$ cat src/rtl/accel_pkg.sv
// Shared widths, saturation limits and FSM encoding for the accelerometer smoother.
package accel_pkg;

    localparam int unsigned ACCEL_W = 9;
    localparam int SAT_MAX = 255;
    localparam int SAT_MIN = -256;

    typedef enum logic [1:0] {
        ST_FILL = 2'd0,
        ST_RUN  = 2'd1,
        ST_CAL  = 2'd2
    } state_t;

    // Clamp a 10-bit signed difference into the 9-bit output range.
    function automatic logic signed [ACCEL_W-1:0] sat9(input logic signed [ACCEL_W:0] d);
        if (int'(d) > SAT_MAX) begin
            return ACCEL_W'(SAT_MAX);
        end else if (int'(d) < SAT_MIN) begin
            return ACCEL_W'(SAT_MIN);
        end
        return ACCEL_W'(d);
    endfunction

endpackage

$ cat src/rtl/accel_box_filter.sv
// Per-axis window buffer and running sum for the box average.
module accel_box_filter
    import accel_pkg::*;
#(
    parameter int unsigned AVG_LOG2 = 3
) (
    input  logic                                 clk,
    input  logic                                 reset,
    input  logic                                 i_en,
    input  logic                                 i_fill,
    input  logic [AVG_LOG2-1:0]                  i_ptr,
    input  logic signed [ACCEL_W-1:0]            i_raw,
    output logic signed [ACCEL_W+AVG_LOG2-1:0]   o_sum
);

    localparam int unsigned WINDOW = 1 << AVG_LOG2;
    localparam int unsigned SUM_W  = ACCEL_W + AVG_LOG2;

    logic signed [ACCEL_W-1:0] r_buf [WINDOW];
    logic signed [SUM_W-1:0]   r_sum;
    logic signed [SUM_W-1:0]   w_drop;

    // Slots not yet written during fill hold garbage, so nothing is retired then.
    always_comb begin
        w_drop = '0;
        if (!i_fill) begin
            w_drop = SUM_W'(r_buf[i_ptr]);
        end
    end

    always_ff @(posedge clk) begin
        if (i_en) begin
            r_buf[i_ptr] <= i_raw;
        end
    end

    always_ff @(posedge clk) begin
        if (!reset) begin
            r_sum <= '0;
        end else if (i_en) begin
            r_sum <= r_sum + SUM_W'(i_raw) - w_drop;
        end
    end

    assign o_sum = r_sum;

endmodule

$ cat src/rtl/accel_smoother.sv
// Sample-rate decimation, box averaging, tilt-zero calibration and saturation
// for the X/Y accelerometer channels.
module accel_smoother
    import accel_pkg::*;
#(
    parameter int unsigned SAMPLE_DIV = 100000,
    parameter int unsigned AVG_LOG2   = 3,
    parameter int unsigned CAL_LOG2   = 4
) (
    input  logic                      clk,
    input  logic                      reset,
    input  logic signed [ACCEL_W-1:0] accel_x_in,
    input  logic signed [ACCEL_W-1:0] accel_y_in,
    input  logic                      cal_req,
    output logic signed [ACCEL_W-1:0] accel_x_out,
    output logic signed [ACCEL_W-1:0] accel_y_out,
    output logic                      out_valid,
    output logic                      cal_busy,
    output logic                      filled
);

    localparam int unsigned CNT_W  = $clog2(SAMPLE_DIV);
    localparam int unsigned WINDOW = 1 << AVG_LOG2;
    localparam int unsigned SUM_W  = ACCEL_W + AVG_LOG2;
    localparam int unsigned CACC_W = ACCEL_W + CAL_LOG2;

    state_t                    r_state;
    logic [CNT_W-1:0]          r_cnt;
    logic                      r_s1;
    logic                      r_s2;
    logic [AVG_LOG2-1:0]       r_ptr;
    logic signed [ACCEL_W-1:0] r_raw_x, r_raw_y;
    logic signed [ACCEL_W-1:0] r_off_x, r_off_y;
    logic signed [CACC_W-1:0]  r_acc_x, r_acc_y;
    logic [CAL_LOG2-1:0]       r_cal_cnt;
    logic signed [ACCEL_W-1:0] r_out_x, r_out_y;
    logic                      r_out_valid;
    logic                      r_cal_busy;
    logic                      r_filled;

    logic                      w_tick;
    logic                      w_fill;
    logic signed [SUM_W-1:0]   w_sum_x, w_sum_y;
    logic signed [ACCEL_W-1:0] w_avg_x, w_avg_y;
    logic signed [ACCEL_W:0]   w_diff_x, w_diff_y;
    logic signed [CACC_W-1:0]  w_acc_nx_x, w_acc_nx_y;

    assign w_tick = (r_cnt == CNT_W'(SAMPLE_DIV - 1));
    assign w_fill = (r_state == ST_FILL);

    accel_box_filter #(.AVG_LOG2(AVG_LOG2)) u_filt_x (
        .clk    (clk),
        .reset  (reset),
        .i_en   (r_s1),
        .i_fill (w_fill),
        .i_ptr  (r_ptr),
        .i_raw  (r_raw_x),
        .o_sum  (w_sum_x)
    );

    accel_box_filter #(.AVG_LOG2(AVG_LOG2)) u_filt_y (
        .clk    (clk),
        .reset  (reset),
        .i_en   (r_s1),
        .i_fill (w_fill),
        .i_ptr  (r_ptr),
        .i_raw  (r_raw_y),
        .o_sum  (w_sum_y)
    );

    // Floor-average, offset correction at 10 bits, and next calibration accumulator.
    always_comb begin
        w_avg_x    = ACCEL_W'(w_sum_x >>> AVG_LOG2);
        w_avg_y    = ACCEL_W'(w_sum_y >>> AVG_LOG2);
        w_diff_x   = {w_avg_x[ACCEL_W-1], w_avg_x} - {r_off_x[ACCEL_W-1], r_off_x};
        w_diff_y   = {w_avg_y[ACCEL_W-1], w_avg_y} - {r_off_y[ACCEL_W-1], r_off_y};
        w_acc_nx_x = r_acc_x + CACC_W'(w_avg_x);
        w_acc_nx_y = r_acc_y + CACC_W'(w_avg_y);
    end

    always_ff @(posedge clk) begin
        if (!reset) begin
            r_state     <= ST_FILL;
            r_cnt       <= '0;
            r_s1        <= 1'b0;
            r_s2        <= 1'b0;
            r_ptr       <= '0;
            r_raw_x     <= '0;
            r_raw_y     <= '0;
            r_off_x     <= '0;
            r_off_y     <= '0;
            r_acc_x     <= '0;
            r_acc_y     <= '0;
            r_cal_cnt   <= '0;
            r_out_x     <= '0;
            r_out_y     <= '0;
            r_out_valid <= 1'b0;
            r_cal_busy  <= 1'b0;
            r_filled    <= 1'b0;
        end else begin
            r_cnt       <= w_tick ? '0 : r_cnt + CNT_W'(1);
            r_s1        <= w_tick;
            r_s2        <= r_s1;
            r_out_valid <= 1'b0;

            if (w_tick) begin
                r_raw_x <= accel_x_in;
                r_raw_y <= accel_y_in;
            end

            if (r_s1) begin
                r_ptr <= r_ptr + AVG_LOG2'(1);
            end

            // Output stage always uses the offset held before this edge.
            if (r_s2 && !w_fill) begin
                r_out_x     <= sat9(w_diff_x);
                r_out_y     <= sat9(w_diff_y);
                r_out_valid <= 1'b1;
            end

            case (r_state)
                ST_FILL: begin
                    if (r_s1 && r_ptr == AVG_LOG2'(WINDOW - 1)) begin
                        r_state  <= ST_RUN;
                        r_filled <= 1'b1;
                    end
                end
                ST_RUN: begin
                    if (cal_req) begin
                        r_state    <= ST_CAL;
                        r_cal_busy <= 1'b1;
                        r_acc_x    <= '0;
                        r_acc_y    <= '0;
                        r_cal_cnt  <= '0;
                    end
                end
                ST_CAL: begin
                    if (r_s2) begin
                        r_acc_x   <= w_acc_nx_x;
                        r_acc_y   <= w_acc_nx_y;
                        r_cal_cnt <= r_cal_cnt + CAL_LOG2'(1);
                        if (r_cal_cnt == '1) begin
                            r_off_x    <= ACCEL_W'(w_acc_nx_x >>> CAL_LOG2);
                            r_off_y    <= ACCEL_W'(w_acc_nx_y >>> CAL_LOG2);
                            r_state    <= ST_RUN;
                            r_cal_busy <= 1'b0;
                        end
                    end
                end
                default: r_state <= ST_FILL;
            endcase
        end
    end

    assign accel_x_out = r_out_x;
    assign accel_y_out = r_out_y;
    assign out_valid   = r_out_valid;
    assign cal_busy    = r_cal_busy;
    assign filled      = r_filled;

endmodule

$ cat config.mk
export PLATFORM = sky130hd
export DESIGN_NAME = accel_smoother
export DESIGN_NICKNAME = d
export VERILOG_FILES = /design/src/rtl/accel_pkg.sv /design/src/rtl/accel_box_filter.sv /design/src/rtl/accel_smoother.sv
export SDC_FILE = /design/constraint.sdc
export NUM_CORES = 1
export LEC_CHECK = 0
export CAP_MARGIN = 20
export CORE_ASPECT_RATIO = 1.4
export CORE_MARGIN = 2
export CORE_UTILIZATION = 55
export CTS_BUF_LIST = sky130_fd_sc_hd__clkbuf_8
export DETAILED_ROUTE_END_ITERATION = 10
export GPL_TIMING_DRIVEN = 0
export HOLD_SLACK_MARGIN = 0.03
export PLACE_DENSITY_LB_ADDON = 0.08
export SLEW_MARGIN = 15
export SYNTH_ARGS = -nofsm -noshare
export SYNTH_HDL_FRONTEND = slang
export SYNTH_HIERARCHICAL = 1
export SYNTH_SLANG_ARGS = --single-unit
$ cat constraint.sdc
create_clock -name clk -period 3.9 [get_ports clk]
set_input_delay 0.39 -clock clk [delete_from_list [all_inputs] [get_ports clk]]
set_output_delay 0.39 -clock clk [all_outputs]
set_load 0.02 [all_outputs]
==> results.toml <==
[cells_and_area]
stdcell_count = 1813
diodes = 0
final_cell_mix = "144 x edfxtp_1, 132 x dfxtp_1, 122 x inv_1"
finalInstanceArea_um2 = 16300
multi_input_area_um2 = 6830
final_common_cell = "edfxtp_1"
fill_cells = 2180
nets = 1571
seq_area_um2 = 7030
drive_gt1_frac = 0.113
synthToLayoutAreaGrowth_pct = 12.3

[setup_path]
required_ps = 4350
cp_max_fo = 10
setup.worst_path.class = "flop to flop"
cp-start-kind = "flop"
crit_path_end_kind = "flop"
r2r_cells = 13
arrival_ps = 4140

[die]
core-area_um2 = 26000
die_y_um = 196
pin_count = 42
rows = 70
die_area_um2 = 27700
die_x_um = 141
start_util = 0.558

[synthesis]
synthFlopType = "edfxtp_1"
syn_inst = 1360
syn-cell-area_um2 = 14500
ys_seq_area_frac = 0.484
synth_seq_cells = 279
yosys_warnings = 6
async_flop_share = 0
yosysUniqueCellTypes = 79
synth_area_leader_cell = "edfxtp_1"
yosys.area.top_type_share = 0.298
synth.avg_cell_area_um2 = 10.7
synth_edf_count = 144
syn_nets = 1479
synth.area.top_cells = "edfxtp_1 30%, dfxtp_1 19%, ha_1 6.2%"

[detailed_routing]
wl_um = 33000
avgViaCountPerCell = 5.73
first_pass_iters = 4
avgRoutedWirePerCell_um = 18.2
route.detailed.drc = 0
drtAntennaViolNets = 0
vias = 10400
drt_iter0_drc = 419

[power_and_ir_drop]
power.internal_mw = 4.40
powerDensity_nw_per_um2 = 345
power.net_switching_mw = 1.23
pwr-share-seq = 0.543
clockPowerShare = 0.444
sw_frac_of_total = 0.218
power_leakage_nw = 6.05
peakVddDrop_uv = 235
pwr-share-comb = 0.013

[global_routing]
track_usage = 0.244
antenna_found_initial = 0
grt_max_degree = 19
overflow = 0
grt_pass1_vias = 10400
grt_first_pass_wirelength_um = 53500

[clock_tree]
path_clk_slew_ps = 60
cts_tree = "done"
ctsHoldBuffers = 0
clock_sinks = 279
clock_path_buffers = 3
clock-root-buffer = "clkbuf_8"
cts_buffers = 46
worstSkewPairLatency_ps = 590
htreeDepth = 2

[sta]
finalCriticalPeriod_ps = 3690
rsz0062_at_grt = "no"
fmax_mhz = 271
hold_viol_final = 0
finalClockSkew_ps = 21.4
worstMarginPinSlew_ps = 1070
post-route-period-util = 0.945
slew_viol_final = 0
maxSlewHeadroom = 0.284
hold-worst-slack_ps = 367
setup_viol = 0

[min_path]
hold_depth = 3
hold_path.class = "primary input to flop"

[placement]
io_buffer_count = 41
place.gp.congestion = 0.845
dpl.cell_count = 1728
dpl.hpwl_um = 24000
dpl_cell_area_um2 = 15400

[run_status]
status = "complete, no violations"

[flow_run]
maxCapViolations = 0
==> metrics by stage <==
stage	setup TNS [ps]	utilization	setup WS, ps	power [mW]
after floorplan	0	-	523	3.15
after global placement	-583	0.589	-217	3.19
after detailed placement	-505	0.591	-208	3.19
after CTS	0	0.626	1.88	5.70
after global routing	0	0.627	7.46	5.83
final	0	0.627	214	5.63
==> final cells by class <==
cell class,instances,share of cell area
timing repair buffer,44,0.0266
buffer,53,0.0169
multi-input combinational,914,0.419
sequential,279,0.431
inverter,114,0.0262
clock inverter,32,0.0104
tap,324,0.0249
clock buffer,53,0.0447
==> critical path: stages, from the launching register on <==
cell,delay (ps)
dfxtp_2,410
buf_2,270
clkbuf_4,280
mux4_2,320
mux2i_1,150
nor2_1,90
fa_1,520
inv_1,50
ha_1,390
a211o_1,320
o211ai_1,110
a21oi_1,130
a32o_1,210
or3_1,290
==> final timing paths <==
kind | end | start | slack (ps)
worst min register to register | r_cnt[0] | r_cnt[0] | 450
worst max register to register | u_filt_y/o_sum[11] | r_ptr[1] | 210
worst min-delay path | r_raw_x[0] | accel_x_in[0] | 370
worst max-delay path | u_filt_y/o_sum[11] | r_ptr[1] | 210
==> layer usage <==
layer / track usage / share of wire / vias up
li1: - / - / 5058
met1: 0.306 / 0.43 / 5047
met2: 0.434 / 0.50 / 209
met3: 0.0325 / 0.039 / 71
met4: 0.0841 / 0.027 / 0
met5: 0 / 0 / -
==> cell families after synthesis <==
group | after synthesis | share of synthesized area
xor+xnor | 62 | 0.0384
simple gates | 388 | 0.128
buf+inv | 167 | 0.0471
mux | 65 | 0.0621
fa+ha+maj | 108 | 0.105
flops | 279 | 0.484
compound gates | 291 | 0.136
==> Yosys cell counts, drive strengths merged, types with 4 or more instances <==
cell type and number:
edfxtp 144, and4 4, nand2 123, o211ai 7, o21a 8, o21bai 6, o21ai 54, dfxtp 135
a21oi 80, xor2 26, o22ai 4, fa 26, nor3b 4, a311o 4, and3 7, a21boi 29
a21o 15, mux2 11, maj3 10, and2 10, nand3b 7, a221oi 5, ha 72, buf 27
mux2i 35, nand3 34, a22o 13, xnor2 36, nand2b 16, nand4 10, a211oi 13, a31o 4
clkbuf 26, nor2 113, nor3 21, a31oi 9, o221a 5, mux4 19, nor2b 21, inv 114
a22oi 17
==> what timing repair did <==
action / CTS / global route
setup buffers: 0 / 0
gates resized for setup: 2 / 13
hold endpoints to repair: 0 / 0
pin swaps: 0 / 1
cloned: 0 / 0
endpoints found under the setup margin: 5 / 10
==> registers in the layout, summed over array words and instances (netlist names) <==
register        flops
u_filt_x/r_buf     72
r_raw_x             9
r_ptr               3
r_state             2
r_raw_y             9
u_filt_y/r_buf     72
r_acc_y            13
r_cal_cnt           4
r_off_y             9
filled              1
r_off_x             9
accel_x_out         9
r_s1                1
out_valid           1
r_s2                1
u_filt_y/o_sum     12
r_acc_x            13
u_filt_x/o_sum     12
accel_y_out         9
r_cnt              17
cal_busy            1
==> power by group through the flow <==
stage	clock network (mW)	logic, mW	registers, mW
after floorplan	0	0.0286	3.12
after global placement	0	0.0701	3.12
after detailed placement	0	0.0706	3.12
after CTS	2.57	0.0709	3.06
after global routing	2.70	0.0758	3.06
final	2.50	0.0707	3.06
Power figures use the tool's default switching activity.
